--- config.mk ---
export PLATFORM = sky130hd
export DESIGN_NAME = lc3_mem_arbiter
export DESIGN_NICKNAME = d
export VERILOG_FILES = /design/src/rtl/lc3_mem_pkg.sv /design/src/rtl/lc3_mem_arbiter_rr_pick2.sv /design/src/rtl/lc3_mem_arbiter.sv
export SDC_FILE = /design/constraint.sdc
export NUM_CORES = 1
export LEC_CHECK = 0
export CORE_ASPECT_RATIO = 1.5
export CORE_MARGIN = 10
export CORE_UTILIZATION = 42
export CTS_CLUSTER_DIAMETER = 80
export DETAILED_ROUTE_END_ITERATION = 7
export PLACE_DENSITY = 0.79
export SETUP_SLACK_MARGIN = 0.4
export SLEW_MARGIN = 20
export SYNTH_ARGS = -nofsm -noshare
export SYNTH_HDL_FRONTEND = slang
export SYNTH_HIERARCHICAL = 1
export SYNTH_SLANG_ARGS = --single-unit
--- constraint.sdc ---
create_clock -name clk -period 1.6 [get_ports clk]
set_input_delay 0.24 -clock clk [delete_from_list [all_inputs] [get_ports clk]]
set_output_delay 0.24 -clock clk [all_outputs]
set_load 0.02 [all_outputs]
--- src/rtl/lc3_mem_pkg.sv ---
// Shared types and limits for the LC-3 memory port arbiter.
//   arb_state_t : arbiter FSM states
//   port_t      : requester identity (instruction fetch / load-store)
//   MAX_MEM_LAT : largest supported memory read latency
//   CNT_W       : width of the read-latency wait counter
package lc3_mem_pkg;

    typedef enum logic [1:0] {
        IDLE,
        ISSUE,
        WAIT,
        DONE
    } arb_state_t;

    typedef enum logic {
        PORT_IF,
        PORT_LS
    } port_t;

    localparam int unsigned MAX_MEM_LAT = 7;
    localparam int unsigned CNT_W       = 3;

endpackage

--- src/rtl/lc3_mem_arbiter_rr_pick2.sv ---
// Two-way round-robin picker (purely combinational).
//   i_req_if   : fetch request
//   i_req_ls   : load/store request
//   i_last_ls  : 1 when load/store owned the previous transaction
//   o_valid_c  : at least one request present
//   o_win_ls_c : 1 = load/store wins, 0 = fetch wins
module lc3_rr_pick2 (
    input  logic i_req_if,
    input  logic i_req_ls,
    input  logic i_last_ls,
    output logic o_valid_c,
    output logic o_win_ls_c
);

    // On a tie the port that did not own the last transaction wins.
    always_comb begin
        o_valid_c  = i_req_if | i_req_ls;
        o_win_ls_c = i_req_ls;
        if (i_req_if && i_req_ls) begin
            o_win_ls_c = ~i_last_ls;
        end
    end

endmodule

--- src/rtl/lc3_mem_arbiter.sv ---
// Shares the single LC-3 memory port between instruction fetch (read-only)
// and load/store (read/write). One transaction per request:
// grant -> memory access with fixed read latency -> one-cycle ack with data.
//   clk, reset               : clock, synchronous active-high reset
//   if_req/if_addr           : fetch request (level) and address
//   if_gnt/if_ack/if_rdata   : fetch issue pulse, done pulse, read data
//   ls_req/ls_we/ls_addr/ls_wdata : load/store request, store flag, address, data
//   ls_gnt/ls_ack/ls_rdata   : load/store issue pulse, done pulse, load data
//   address/dataToMemory/writeEnable/dataFromMemory : memory port
//   busy                     : arbiter not in IDLE
// MEM_LAT must lie in 1..MAX_MEM_LAT.
module lc3_mem_arbiter
    import lc3_mem_pkg::*;
#(
    parameter int unsigned DATA_W  = 16,
    parameter int unsigned ADDR_W  = 16,
    parameter int unsigned MEM_LAT = 1
) (
    input  logic              clk,
    input  logic              reset,
    input  logic              if_req,
    input  logic [ADDR_W-1:0] if_addr,
    output logic              if_gnt,
    output logic              if_ack,
    output logic [DATA_W-1:0] if_rdata,
    input  logic              ls_req,
    input  logic              ls_we,
    input  logic [ADDR_W-1:0] ls_addr,
    input  logic [DATA_W-1:0] ls_wdata,
    output logic              ls_gnt,
    output logic              ls_ack,
    output logic [DATA_W-1:0] ls_rdata,
    output logic [ADDR_W-1:0] address,
    output logic [DATA_W-1:0] dataToMemory,
    output logic              writeEnable,
    input  logic [DATA_W-1:0] dataFromMemory,
    output logic              busy
);

    arb_state_t        r_state,  w_state;
    logic [CNT_W-1:0]  r_cnt,    w_cnt;
    port_t             r_owner,  w_owner;
    port_t             r_last,   w_last;
    logic              r_we,     w_we;
    logic [ADDR_W-1:0] r_address, w_address;
    logic [DATA_W-1:0] r_dtm,    w_dtm;
    logic [DATA_W-1:0] r_if_rdata, w_if_rdata;
    logic [DATA_W-1:0] r_ls_rdata, w_ls_rdata;
    logic              r_wen,    w_wen;
    logic              r_if_gnt, w_if_gnt;
    logic              r_ls_gnt, w_ls_gnt;
    logic              r_if_ack, w_if_ack;
    logic              r_ls_ack, w_ls_ack;
    logic              r_busy,   w_busy;
    logic              w_pick_valid;
    logic              w_pick_ls;

    lc3_rr_pick2 u_pick (
        .i_req_if   (if_req),
        .i_req_ls   (ls_req),
        .i_last_ls  (r_last == PORT_LS),
        .o_valid_c  (w_pick_valid),
        .o_win_ls_c (w_pick_ls)
    );

    // State and registered outputs.
    always_ff @(posedge clk) begin
        if (reset) begin
            r_state    <= IDLE;
            r_cnt      <= '0;
            r_owner    <= PORT_IF;
            r_last     <= PORT_LS;
            r_we       <= 1'b0;
            r_address  <= '0;
            r_dtm      <= '0;
            r_if_rdata <= '0;
            r_ls_rdata <= '0;
            r_wen      <= 1'b0;
            r_if_gnt   <= 1'b0;
            r_ls_gnt   <= 1'b0;
            r_if_ack   <= 1'b0;
            r_ls_ack   <= 1'b0;
            r_busy     <= 1'b0;
        end else begin
            r_state    <= w_state;
            r_cnt      <= w_cnt;
            r_owner    <= w_owner;
            r_last     <= w_last;
            r_we       <= w_we;
            r_address  <= w_address;
            r_dtm      <= w_dtm;
            r_if_rdata <= w_if_rdata;
            r_ls_rdata <= w_ls_rdata;
            r_wen      <= w_wen;
            r_if_gnt   <= w_if_gnt;
            r_ls_gnt   <= w_ls_gnt;
            r_if_ack   <= w_if_ack;
            r_ls_ack   <= w_ls_ack;
            r_busy     <= w_busy;
        end
    end

    // Next state plus next values of the output registers; pulses are
    // computed one cycle early so they appear in the state they belong to.
    always_comb begin
        w_state    = r_state;
        w_cnt      = r_cnt;
        w_owner    = r_owner;
        w_last     = r_last;
        w_we       = r_we;
        w_address  = r_address;
        w_dtm      = r_dtm;
        w_if_rdata = r_if_rdata;
        w_ls_rdata = r_ls_rdata;
        w_wen      = 1'b0;
        w_if_gnt   = 1'b0;
        w_ls_gnt   = 1'b0;
        w_if_ack   = 1'b0;
        w_ls_ack   = 1'b0;

        unique case (r_state)
            IDLE: begin
                if (w_pick_valid) begin
                    w_state = ISSUE;
                    if (w_pick_ls) begin
                        w_owner   = PORT_LS;
                        w_address = ls_addr;
                        w_we      = ls_we;
                        w_ls_gnt  = 1'b1;
                        if (ls_we) begin
                            w_dtm = ls_wdata;
                            w_wen = 1'b1;
                        end
                    end else begin
                        w_owner   = PORT_IF;
                        w_address = if_addr;
                        w_we      = 1'b0;
                        w_if_gnt  = 1'b1;
                    end
                end
            end
            ISSUE: begin
                w_last = r_owner;
                if (r_we) begin
                    // Only load/store can write.
                    w_state  = DONE;
                    w_ls_ack = 1'b1;
                end else begin
                    w_state = WAIT;
                    w_cnt   = CNT_W'(MEM_LAT);
                end
            end
            WAIT: begin
                w_cnt = r_cnt - CNT_W'(1);
                if (r_cnt == CNT_W'(1)) begin
                    w_state = DONE;
                    if (r_owner == PORT_LS) begin
                        w_ls_rdata = dataFromMemory;
                        w_ls_ack   = 1'b1;
                    end else begin
                        w_if_rdata = dataFromMemory;
                        w_if_ack   = 1'b1;
                    end
                end
            end
            DONE: begin
                w_state = IDLE;
            end
            default: begin
                w_state = IDLE;
            end
        endcase

        w_busy = (w_state != IDLE);
    end

    assign if_gnt       = r_if_gnt;
    assign if_ack       = r_if_ack;
    assign if_rdata     = r_if_rdata;
    assign ls_gnt       = r_ls_gnt;
    assign ls_ack       = r_ls_ack;
    assign ls_rdata     = r_ls_rdata;
    assign address      = r_address;
    assign dataToMemory = r_dtm;
    assign writeEnable  = r_wen;
    assign busy         = r_busy;

endmodule

# ---- Yosys cells after proc, flatten, opt, wreduce, memory -nomap -nowiden
# Index checks and enable logic that the tools add are counted.
dict set report word_totals {
  in_bits 69
  out_inout_bits 70
  regBits 78
  wordCells 58
}
dict set report op_classes {
  mux 17
  reduce_logical 12
  bitwise 8
  eq_ne 5
  add_sub_neg 1
}
# operator count
set ops {}
lappend ops {{2-to-1 mux 16 bit} 1}
lappend ops {{2-to-1 mux 1 bit} 10}
lappend ops {{case mux 2 bit (4 select lines)} 1}
lappend ops {{NOT 1 bit} 7}
lappend ops {{case mux 3 bit (2 select lines)} 1}
lappend ops {{AND reduction 3 bit} 2}
lappend ops {{OR reduction 3 bit} 2}
lappend ops {{equality test 2 bit (second input constant)} 2}
lappend ops {{2-to-1 mux 2 bit} 2}
lappend ops {{AND reduction 2 bit} 2}
lappend ops {{AND reduction 4 bit} 1}
lappend ops {{nonzero test 2 bit} 2}
lappend ops {{OR reduction 4 bit} 1}
lappend ops {{equality test 3 x 1 -> 1 bit (second input constant)} 1}
lappend ops {{2-to-1 mux 3 bit} 1}
lappend ops {{subtractor 3 x 1 -> 3 bit (second input constant)} 1}
lappend ops {{equality test 2 x 1 -> 1 bit (second input constant)} 1}
lappend ops {{logical NOT 2 bit} 1}
lappend ops {{!= test 2 bit (second input constant)} 1}
lappend ops {{case mux 1 bit (2 select lines)} 1}
lappend ops {{logical AND 1 bit} 1}
lappend ops {{OR 1 bit} 1}

# ---- Longest topological paths before layout
dict set report logic_depth {
  depth_word 4
  depth_mapped 8
  ltp_nobuf 5
}

# ---- Cells and area by module
# The synthesis kept the hierarchy.
# mod cells_each seq_area_each_um2 area_each_um2 n_inst
set by_module_without_submodules {}
lappend by_module_without_submodules {lc3_mem_arbiter 346 1561.5 3225.6 1}
lappend by_module_without_submodules {lc3_rr_pick2 2 0.0 13.8 1}

# ---- Worst setup path after synthesis
# Ideal clock, no wire load.
dict set report synth_path {
  path_type {reg-to-reg}
  from {register r_state[0]}
  to {register r_if_rdata[10] (netlist: if_rdata[10])}
  setup_ns 0.122
  synth_period_minus_slack_ns 1.441
  path_slack_ns 0.159
  arrival_time_ns 1.319
  path_buffers 3
  stages_incl_launch_ff 9
  t_required_ns 1.478
  cell_sequence {dfxtp_1 inv_1 ha_1 buf_6 and4bb_1 buf_6 buf_12 nand2_1 a21oi_2}
}
dict set report synth_via {
  elab_chain_cells 2
}
# item line
set synth_lines {}
lappend synth_lines {{from (decl)} lc3_mem_arbiter.sv:40} ;# arb_state_t r_state, w_state;
lappend synth_lines {{from (signal assigned)} lc3_mem_arbiter.sv:85} ;# r_state <= w_state;
lappend synth_lines {{equality test 2 bit} lc3_mem_arbiter.sv:121} ;# unique case (r_state)
lappend synth_lines {{AND reduction 3 bit (no line)} -}
lappend synth_lines {{to (signal assigned)} lc3_mem_arbiter.sv:92} ;# r_if_rdata <= w_if_rdata;
lappend synth_lines {{to (decl)} lc3_mem_arbiter.sv:47} ;# logic [DATA_W-1:0] r_if_rdata, w_if_rdata;
# No other way between the ends.
# A chain may end at the register's enable or synchronous reset.

# ---- Worst setup path after layout
dict set report layout_path {
  from {register r_state[0]}
  to {register r_ls_rdata[3] (netlist: ls_rdata[3])}
}
dict set report layout_via {
  elab_chain_cells 2
}
# item line
set layout_lines {}
lappend layout_lines {{equality test 2 bit} lc3_mem_arbiter.sv:121}
lappend layout_lines {{AND reduction 3 bit (no line)} -}
lappend layout_lines {{to (signal assigned)} lc3_mem_arbiter.sv:93} ;# r_ls_rdata <= w_ls_rdata;
lappend layout_lines {{to (decl)} lc3_mem_arbiter.sv:48} ;# logic [DATA_W-1:0] r_ls_rdata, w_ls_rdata;
# No other way between the ends.

==> impl_metrics.xml <==
<?xml version="1.0" encoding="UTF-8"?>
<metrics>
  <group name="die">
    <metric name="fp-row-count" unit="">39</metric>
    <metric name="initial_utilization" unit="">0.428</metric>
    <metric name="die_width" unit="um">91.7</metric>
    <metric name="placeableCoreArea" unit="sq um">7560</metric>
    <metric name="io_pins" unit="">139</metric>
    <metric name="fp.dieArea" unit="sq um">11700</metric>
    <metric name="die_height" unit="um">128</metric>
  </group>
  <group name="pwr">
    <metric name="worst_ir_drop_vdd" unit="mV">0.629</metric>
    <metric name="total_leakage_power" unit="uW">0.00207</metric>
    <metric name="design_power_total" unit="uW">5660</metric>
    <metric name="power_density" unit="nW/um^2">1070</metric>
  </group>
  <group name="sta">
    <metric name="timing.final.crit_period" unit="ns">1.35</metric>
    <metric name="rsz_0062_raised_after_global_routing" unit="">yes</metric>
    <metric name="final.setup_skew" unit="ns">0.00583</metric>
    <metric name="slew_viol_final" unit="">0</metric>
    <metric name="setup_viol" unit="">0</metric>
    <metric name="max_slew.worst_pin.slew" unit="ns">0.334</metric>
    <metric name="final_report_hold_violation_count" unit="">0</metric>
    <metric name="post-route-worst-setup-slack" unit="ns">0.252</metric>
    <metric name="fmax" unit="MHz">742</metric>
    <metric name="final.setup.tns" unit="ns">0</metric>
    <metric name="period_share" unit="">0.842</metric>
    <metric name="slew-limit-headroom" unit="">0.777</metric>
  </group>
  <group name="placed_design">
    <metric name="gp_routability_congestion" unit="">0.750</metric>
    <metric name="dpl.cell_count" unit="">576</metric>
    <metric name="placement.setup.worst_slack" unit="ns">-0.0897</metric>
    <metric name="dpl.hpwl" unit="mm">7.33</metric>
    <metric name="place.port_buffers" unit="">138</metric>
  </group>
  <group name="critical_path">
    <metric name="crit_required" unit="ns">1.86</metric>
    <metric name="worst-endpoint-arrival" unit="ns">1.60</metric>
    <metric name="r2r_start" unit="">r_state[0]</metric>
    <metric name="critical_path.max_fanout" unit="">16</metric>
    <metric name="timing.critical_path.to_type" unit="">register</metric>
    <metric name="reg2reg_slack" unit="ns">0.25</metric>
    <metric name="worst-r2r-cell-count" unit="">6</metric>
    <metric name="critical_path_class" unit="">reg2reg</metric>
    <metric name="startpoint_type_of_the_worst_setup_path" unit="">register</metric>
    <metric name="reg2reg_to" unit="">ls_rdata[3]</metric>
  </group>
  <group name="cts">
    <metric name="cts.hold.buffers_added" unit="">0</metric>
    <metric name="numCtsBuffers" unit="">9</metric>
    <metric name="cts_num_sinks" unit="">78</metric>
    <metric name="clkLatencyLatePin" unit="ns">0.33</metric>
    <metric name="cts_tree" unit="">built</metric>
    <metric name="cts.htree.levels" unit="">3</metric>
    <metric name="clk_root_buffer_cell" unit="">clkbuf_16</metric>
    <metric name="clockBufferDepth" unit="">2</metric>
    <metric name="cts.reportedPaths.clkPinSlew" unit="ns">0.06</metric>
  </group>
  <group name="synth">
    <metric name="netlist_area" unit="sq um">3240</metric>
    <metric name="yosysWarnings" unit="">6</metric>
    <metric name="synth-seq-cells" unit="">78</metric>
    <metric name="asyncSetResetFlopFracSynth" unit="">0</metric>
    <metric name="postSynthNetCount" unit="">423</metric>
    <metric name="synth_enable_flop_cells" unit="">0</metric>
    <metric name="ys_types" unit="">35</metric>
    <metric name="synth_top_flop_cell" unit="">dfxtp_1</metric>
    <metric name="synthesis.area_per_instance" unit="sq um">9.31</metric>
    <metric name="ys_seq_area_frac" unit="">0.482</metric>
    <metric name="postSynthCellCount" unit="">348</metric>
  </group>
  <group name="grt">
    <metric name="grt.total_usage" unit="">0.177</metric>
    <metric name="number_of_global_route_vias_before_repair" unit="">3192</metric>
    <metric name="grt_max_degree" unit="">36</metric>
    <metric name="number_of_antenna_violations_at_the_first_check_in_global_routing" unit="">0</metric>
    <metric name="grt_pass1_wl" unit="mm">16.8</metric>
    <metric name="gr-total-overflow" unit="">0</metric>
  </group>
  <group name="drt">
    <metric name="routed_wirelength" unit="mm">10.9</metric>
    <metric name="drt.antenna.violating_nets" unit="">0</metric>
    <metric name="via_count" unit="">3069</metric>
    <metric name="drt-wirelength-per-cell" unit="um">18.0</metric>
    <metric name="drtIter0Drc" unit="">124</metric>
    <metric name="vias_per_cell" unit="">5.08</metric>
    <metric name="first_pass_iters" unit="">6</metric>
    <metric name="drc" unit="">0</metric>
  </group>
  <group name="final_layout">
    <metric name="final_nets" unit="">574</metric>
    <metric name="number_of_antenna_diodes" unit="">0</metric>
    <metric name="finalNonFillerCells" unit="">604</metric>
    <metric name="final_layout_size_suffix_gt1_frac" unit="">0.400</metric>
    <metric name="flow.area_growth_from_synthesis" unit="%">63.8</metric>
  </group>
  <group name="worst_hold_path">
    <metric name="timing.hold.worst_endpoint" unit="">ls_rdata[10]</metric>
    <metric name="holdCritPathClass" unit="">in2reg</metric>
    <metric name="worstHoldStart" unit="">reset</metric>
    <metric name="min_delay_path_depth" unit="">2</metric>
  </group>
  <group name="flow_run">
    <metric name="cap_viol_max_count" unit="">0</metric>
  </group>
  <group name="status">
    <metric name="outcome" unit="">finished, final reports clean</metric>
  </group>
</metrics>
metal layers:
layer	vias up	share of wire	GRT usage
li1	1471	-	-
met1	1450	0.39	0.190
met2	134	0.49	0.294
met3	14	0.11	0.0926
met4	0	0.014	0.0537
met5	-	0	0
cells in the final DEF, fill, tap and decap left out, types with 2 or more instances in the layout:
| master | n |
|---|---|
| buf_4 | 10 |
| nor2_4 | 7 |
| nand2_2 | 14 |
| buf_16 | 2 |
| dlygate4sd2_1 | 2 |
| inv_4 | 2 |
| a211oi_2 | 13 |
| clkdlybuf4s50_1 | 65 |
| nand3b_1 | 3 |
| ha_2 | 2 |
| nor3_1 | 3 |
| bufinv_16 | 2 |
| buf_12 | 8 |
| buf_2 | 48 |
| nor2_1 | 3 |
| a21oi_1 | 31 |
| dfxtp_1 | 76 |
| mux2i_1 | 12 |
| buf_6 | 4 |
| clkbuf_2 | 3 |
| clkbuf_16 | 13 |
| dfxtp_4 | 2 |
| mux2i_2 | 3 |
| a21boi_4 | 2 |
| clkbuf_8 | 2 |
| a21oi_2 | 23 |
| clkdlybuf4s15_2 | 19 |
| inv_1 | 2 |
| nand2_1 | 84 |
| a211oi_1 | 4 |
| nor3b_1 | 3 |
| ha_4 | 3 |
| nand2b_1 | 3 |
| nor2_2 | 9 |
| nand2_4 | 2 |
cells by family after synthesis:
| group | Yosys count | synth area share |
|---|---|---|
| buffers and inverters | 29 | 0.0684 |
| AND/OR/NAND/NOR | 143 | 0.196 |
| flip-flops | 78 | 0.482 |
| multiplexers | 16 | 0.0494 |
| AO/OA/AOI/OAI | 76 | 0.181 |
| adder cells (fa/ha/maj) | 6 | 0.0232 |
layout make-up:
| cell class | instances | area (sq um) |
|---|---|---|
| Inverter | 4 | 20.0 |
| Fill cell | 567 | 2260 |
| Sequential cell | 78 | 1570 |
| Multi-Input combinational cell | 241 | 1690 |
| Timing Repair Buffer | 165 | 1570 |
| Clock inverter | 3 | 68.8 |
| Tap cell | 102 | 128 |
| Clock buffer | 11 | 253 |
Yosys cell counts, types with 2 or more instances:
library cell	n	area share
a21oi_1	34	0.053
or2_1	2	0.0039
nand2_1	98	0.11
a211oi_1	4	0.0093
dfxtp_1	78	0.48
inv_1	4	0.0046
buf_6	6	0.021
mux2i_1	16	0.049
buf_2	10	0.015
nor3b_1	3	0.0070
a21boi_1	2	0.0046
nand2_2	2	0.0039
nand3b_1	3	0.0070
nand2b_1	3	0.0058
nor2_1	19	0.022
a21oi_2	20	0.054
nor3_1	3	0.0046
ha_1	6	0.023
buf_12	2	0.012
buf_4	6	0.014
a211oi_2	13	0.050
worst max path at each step:
| stage | startpoint | slack [ns] | cells after the start | endpoint |
|---|---|---|---|---|
| CTS | r_state[0] | 0.26 | 6 | ls_rdata[4] |
| global route | r_state[0] | 0.18 | 6 | ls_rdata[15] |
| floorplan | r_state[0] | 0.27 | 8 | if_rdata[10] |
| detailed placement | ls_req | -0.09 | 6 | dataToMemory[11] |
| finish | r_state[0] | 0.25 | 6 | ls_rdata[3] |
| global placement | ls_req | -0.06 | 5 | address[14] |
flip-flops by register name (all words and copies together), names as in the netlist, 2 cells and up:
signal and count:
dataToMemory 16, r_cnt 3, if_rdata 16, ls_rdata 16, address 16, r_state 2
critical path, stage by stage (launching register included):
cell and delay [ns]:
dfxtp_4 0.37, inv_4 0.08, ha_4 0.20, and4b_2 0.28, buf_12 0.16, nand2_1 0.06
a21oi_1 0.12
metrics by stage:
stage | util | area, sq um | hold slack (ns)
after floorplan | - | 3410 | 0.309
after global routing | 0.701 | 5310 | 0.298
after global placement | 0.646 | 4890 | 0.441
after CTS | 0.710 | 5370 | 0.276
after detailed placement | 0.646 | 4890 | 0.450
final | 0.701 | 5310 | 0.293
report_power, final:
group	switching [uW]	internal, uW	total, uW	leakage, uW
sequential	98.8	2060	2160	0.000636
combinational	631	670	1300	0.00127
clock	766	1440	2200	0.000158
timing repair:
action                                  4_1_cts  5_1_grt
cloned                                        2        4
resized for setup                           235       64
endpoints found under the setup margin      143      114
setup buffers                                 5        3
pin swaps                                     4       15
Note: power is estimated with default switching activity, not from simulation.
